**src/rtl/risc_pkg.sv**
```systemverilog
// rtl/risc_pkg.sv - shared PC width, reset vector and branch-type encoding
package risc_pkg;

  localparam int PC_W = 16;
  localparam logic [PC_W-1:0] RESET_PC = 16'h0000;

  typedef enum logic [1:0] {
    NONE = 2'd0,
    GT   = 2'd1,
    LE   = 2'd2,
    EQ   = 2'd3
  } br_type_e;

  // The decoder raises at most one flag; priority only matters for illegal combinations.
  function automatic br_type_e encode_br(input logic gt, input logic le, input logic eq);
    if (gt)      return GT;
    else if (le) return LE;
    else if (eq) return EQ;
    else         return NONE;
  endfunction

endpackage

```
**src/rtl/branch_cmp.sv**
```systemverilog
// rtl/branch_cmp.sv - EX-stage signed compare qualified by the registered branch type
module branch_cmp #(
  parameter int PC_W = risc_pkg::PC_W
) (
  input  logic [1:0]      br_type_i,
  input  logic [PC_W-1:0] cmp_a_i,
  input  logic [PC_W-1:0] cmp_b_i,
  output logic            taken_o
);
  import risc_pkg::*;

  logic signed [PC_W-1:0] a_s;
  logic signed [PC_W-1:0] b_s;

  assign a_s = cmp_a_i;
  assign b_s = cmp_b_i;

  always_comb begin
    taken_o = 1'b0;
    case (br_type_e'(br_type_i))
      GT:      taken_o = (a_s > b_s);
      LE:      taken_o = (a_s <= b_s);
      EQ:      taken_o = (a_s == b_s);
      default: taken_o = 1'b0;
    endcase
  end

endmodule

```
**src/rtl/branch_pc_unit.sv**
```systemverilog
// rtl/branch_pc_unit.sv - fetch PC, ID jump and EX branch redirect with stall handling
// Optional taken/jump statistics counters under BRANCH_STATS_EN.
module branch_pc_unit #(
  parameter int              PC_W     = risc_pkg::PC_W,
  parameter logic [PC_W-1:0] RESET_PC = PC_W'(risc_pkg::RESET_PC)
) (
  input  logic            clk,
  input  logic            rst,
  input  logic            stall,
  input  logic            jump,
  input  logic            gt_bra,
  input  logic            le_bra,
  input  logic            eq_bra,
  input  logic [PC_W-1:0] jump_target,
  input  logic [PC_W-1:0] bra_target,
  input  logic [PC_W-1:0] cmp_a,
  input  logic [PC_W-1:0] cmp_b,
  output logic [PC_W-1:0] pc,
  output logic [PC_W-1:0] pc_plus1,
  output logic            pcsrc1,
`ifdef BRANCH_STATS_EN
  output logic            pcsrc2,
  output logic [15:0]     taken_cnt,
  output logic [15:0]     jump_cnt
`else
  output logic            pcsrc2
`endif
);
  import risc_pkg::*;

  logic [PC_W-1:0] pc_q, pc_d;
  br_type_e        ex_type_q, ex_type_d;
  logic [PC_W-1:0] ex_target_q, ex_target_d;
  logic            taken;

  branch_cmp #(.PC_W(PC_W)) u_cmp (
    .br_type_i (ex_type_q),
    .cmp_a_i   (cmp_a),
    .cmp_b_i   (cmp_b),
    .taken_o   (taken)
  );

  assign pc       = pc_q;
  assign pc_plus1 = pc_q + {{(PC_W-1){1'b0}}, 1'b1};
  assign pcsrc2   = taken;
  // The older EX branch wins over the ID jump; a stalled jump waits for release.
  assign pcsrc1   = jump & ~taken & ~stall;

  always_comb begin
    pc_d        = pc_plus1;
    ex_type_d   = encode_br(gt_bra, le_bra, eq_bra);
    ex_target_d = bra_target;
    if (taken)       pc_d = ex_target_q;
    else if (pcsrc1) pc_d = jump_target;
    else if (stall)  pc_d = pc_q;
    // Bubble keeps the old target so only the flags need clearing.
    if (stall || taken) begin
      ex_type_d   = NONE;
      ex_target_d = ex_target_q;
    end
  end

`ifdef BRANCH_STATS_EN
  logic [15:0] taken_cnt_q;
  logic [15:0] jump_cnt_q;

  assign taken_cnt = taken_cnt_q;
  assign jump_cnt  = jump_cnt_q;
`endif

  always_ff @(posedge clk or posedge rst) begin
    if (rst) begin
      pc_q        <= RESET_PC;
      ex_type_q   <= NONE;
      ex_target_q <= '0;
`ifdef BRANCH_STATS_EN
      taken_cnt_q <= 16'h0000;
      jump_cnt_q  <= 16'h0000;
`endif
    end else begin
      pc_q        <= pc_d;
      ex_type_q   <= ex_type_d;
      ex_target_q <= ex_target_d;
`ifdef BRANCH_STATS_EN
      if (taken && (taken_cnt_q != 16'hFFFF)) taken_cnt_q <= taken_cnt_q + 16'h0001;
      if (pcsrc1 && (jump_cnt_q != 16'hFFFF)) jump_cnt_q  <= jump_cnt_q + 16'h0001;
`endif
    end
  end

endmodule
```
**config.mk**
```make
export PLATFORM = sky130hd
export DESIGN_NAME = branch_pc_unit
export DESIGN_NICKNAME = d
export VERILOG_FILES = /design/src/rtl/risc_pkg.sv /design/src/rtl/branch_cmp.sv /design/src/rtl/branch_pc_unit.sv
export SDC_FILE = /design/constraint.sdc
export NUM_CORES = 1
export LEC_CHECK = 0
export ABC_AREA = 1
export BUFFER_PORTS_ARGS = -buffer_cell sky130_fd_sc_hd__buf_4
export CAP_MARGIN = 20
export CORE_MARGIN = 2
export CORE_UTILIZATION = 53
export CTS_CLUSTER_SIZE = 14
export DETAILED_ROUTE_END_ITERATION = 6
export GPL_TIMING_DRIVEN = 0
export PLACE_DENSITY_LB_ADDON = 0.12
export SLEW_MARGIN = 20
export SYNTH_ARGS = -nofsm -noshare
export SYNTH_HDL_FRONTEND = slang
export SYNTH_SLANG_ARGS = --single-unit
export TNS_END_PERCENT = 1
```
**constraint.sdc**
```tcl
create_clock -name clk -period 4.78 [get_ports clk]
set_input_delay 0.717 -clock clk [delete_from_list [all_inputs] [get_ports clk]]
set_output_delay 0.717 -clock clk [all_outputs]
set_load 0.1 [all_outputs]
```
==> summary.md <==
| Metric | Value |
|---|---|
| Outcome | `finished, final reports clean` |
| Vias in the first global route | `approximately 2600` |
| Pwr Total | `between 1.5 and 2 mW` |
| IO buf count | `between 100 and 150` |
| Post-route ant nets | `0` |
| Reg2reg setup slack | `2.71 ns` |
| Num rows | `25` |
| Post-Syn Nets | `between 400 and 500` |
| Ports | `105` |
| Share of cells above drive strength 1 | `around 28%` |
| Min Tclk post-route | `3.519 ns` |
| Cell taking the most area after synthesis | `dfrtp_1` |
| CP Capture Point | `pcsrc1` |
| Fin. Hold Viols | `0` |
| DP Area | `3388 um^2` |
| Avg Cell Area, Syn | `approximately 7 um^2` |
| Synth area leaders | `dfrtp_1 33%, nand3_1 16%, nand2_1 16%` |
| Slowest cell on crit path | `buf_4` |
| Crit Path Category | `in2out` |
| Max Slew Vio Count | `0` |
| Register-to-Register Path Depth | `12` |
| Distinct cells, synth | `30` |
| Global-route usage over all layers | `26.62%` |
| Placement Setup Slack | `1.267 ns` |
| Crit Path Max Fanout | `10` |
| Iter 0 DRT Violations | `169` |
| Nets | `approximately 560` |
| # setup viols final | `0` |
| Starting Density | `about 54%` |
| Seq cells post-synth | `34` |
| Share of flip-flops with an asynchronous set or reset | `100.0%` |
| Root Buffer Master | `clkbuf_8` |
| Post-CTS Resized | `0` |
| Setup crit end kind | `output port` |
| R2r endpoint | `pc[14]` |
| Initial antenna violation count | `0` |
| CORE AREA | `between 4000 and 5000 um^2` |
| Drt total wl | `6836 um` |
| Die height | `73.43 um` |
| Largest net degree at the start of global routing | `35` |
| Gpl congestion | `0.9031` |
| DR vias | `about 2800` |
| 1st-pass router iterations | `4` |
| Later-pin clock latency in the skew report | `about 0.28 ns` |
| Synth top area share | `33.30%` |
| Sequential element share of the synthesized area | `33.30%` |
| Rel. slew slack | `53.77%` |
| Clock transition at the registers of the reported paths | `about 0.070 ns` |
| Max Cap Violations | `0` |
| Warnings from Yosys | `0` |
| Via-to-Cell Ratio | `~5.3` |
| Detailed Place HPWL | `5498 um` |
| Crit Reg-Reg Startpoint | `pc[0]` |
| H-tree depth | `2` |
| Most common cell type on the critical path | `nand2_1` |
| Power Density | `490.3 nW/um^2` |
| Commonest non-fill, non-tap cell in the layout | `nand2_1` |
| Crit path depth | `15` |
| FMAX | `0.2842 GHz` |
| Post-Syn Area | `2555 um^2` |
| Die area | `~5400 um^2` |
| RSZ-0062 raised after global routing | `no` |
| DR WL/cell | `12.95 um` |
| Die W | `about 73 um` |
| Num CTS Buffers | `5` |
| Crit path largest cell delay | `0.30 ns` |
| First-pass GRT wire length | `11310 um` |
| Maximum vdd ir drop | `0.0003447 V` |
| Number of antenna diodes | `0` |
| Worst Hold Class | `reg2reg` |
| Final instance area | `3480 um^2` |
| Crit. Startpoint | `cmp_a[5]` |
| Hold_buf cts | `0` |
| Post-synth EDFFs | `0` |
| Setup ws final | `1.261 ns` |
| Layout area overhead | `36.19%` |
| CP Data Arrival Time | `around 2.8 ns` |
| Drt drc | `0` |
| CTS tree | `done` |
| Cells after synthesis | `364` |
| Remaining Overflow, GRT | `0` |
| CP Launch Type | `primary input` |
| WP data required | `between 4 and 5 ns` |
| WP buf/inv | `3` |
| Clock sink count | `34` |
| Clk_skew | `about 0.0067 ns` |
| Worst-margin pin slew | `0.6924 ns` |
| Postcts setup bufs | `0` |
| Final period util | `73.62%` |
| Ys flop type | `dfrtp_1` |
| Clk buf depth | `2` |
| Most frequent cells in the layout | `106 x nand2_1, 103 x buf_4, 81 x nand3_1` |
| Setup TNS | `0 ns` |
| Cell leakage power | `1.921 nW` |
| Top delay family on crit path | `simple AND/OR/NAND/NOR gates` |
| Crit path cell chain | `buf_4 -> ha_1 -> a21oi_1 -> nor2_1 -> nor2_1 -> nand2_1 -> nand2_1 -> nand2_1 -> nand2_1 -> nand3_2 -> nand2_4 -> nand2_2 -> buf_4 -> nor2_1 -> buf_4` |
stage by stage:
stage                     std cells  hold WS, ns  utilization [%]
after floorplan                 364       0.4427                -
after global placement          520       0.4573            72.21
after detailed placement        520       0.4668            72.21
after CTS                       528       0.4874            74.16
after global routing            528       0.5081            74.16
final                           528       0.4856            74.16
flip-flops by register name, summed over array words and instances, names as in the netlist:
name / flops
ex_target_q: 16
pc: 16
ex_type_q: 2
synthesized netlist by cell type, types with 2 or more instances:
master and count:
and2_1 2, a21oi_1 8, nor2_1 22, xnor2_1 5, nand4_1 2, nand3_1 81, nand3_2 9, o21ai_0 4
nand2_4 2, ha_1 17, clkbuf_1 7, dfrtp_1 34, buf_2 5, nand2_1 106, nor3_1 3, inv_1 37
xor2_1 5, o21ai_1 2, nor3_2 2
worst register-to-register path, stage by stage, from the launching register on:
cell and delay, ns:
dfrtp_1 0.48, ha_1 0.22, nand2_1 0.06, nor2_1 0.19, nand2_1 0.13, nor2_1 0.19
nand3_1 0.17, nor2_1 0.12, nand2_1 0.07, nand3_1 0.08, nand2_1 0.08, nand3_1 0.09
nand3_1 0.09
final cells by class:
cell class | instances | area, um^2
tap | 54 | 67.56
inverter | 39 | 146.4
buffer | 16 | 88.84
timing repair buffer | 102 | 765.7
fill | 395 | 1212
sequential | 34 | 850.8
multi-input combinational | 275 | 1469
clock inverter | 1 | 5.005
clock buffer | 7 | 86.33
layer usage:
layer,part of all wire (%),vias up,track usage [%]
met2,47,144,44.44
met1,44,1268,35.59
li1,-,1402,-
met5,0,-,0
met4,0.59,0,7.677
met3,8.6,6,4.664
kinds of logic (layout without fill, tap and decap cells):
family	after synthesis	in the layout	share of synthesized area, %
adders and majority gates	17	17	8.325
DFF	34	34	33.30
buffers and inverters	55	165	9.206
xor gates and xnor gates	10	10	3.428
and+or+nand+nor	232	232	42.41
AOI/OAI and AO/OA	16	16	3.330
power breakdown:
part | internal [mW] | total, mW | switching (mW) | leakage, nW
sequential | 0.350 | 0.424 | 0.0736 | 0.423
combinational | 0.242 | 1.07 | 0.825 | 1.45
clock | 0.116 | 0.215 | 0.0992 | 0.0482
total | 0.708 | 1.71 | 0.998 | 1.92
how the worst min path moves through the flow:
stage / cells after the start / end / slack [ns] / from
2_1_floorplan: 2 / ex_target_q[0] / 0.44 / ex_target_q[0]
3_5_place_dp: 2 / ex_target_q[6] / 0.47 / ex_target_q[6]
4_1_cts: 2 / ex_target_q[1] / 0.49 / ex_target_q[1]
5_1_grt: 2 / ex_target_q[1] / 0.51 / ex_target_q[1]
6_report: 2 / ex_target_q[10] / 0.49 / ex_target_q[10]
3_3_place_gp: 2 / ex_target_q[13] / 0.46 / ex_target_q[13]
(Power assumes the default switching activity.)
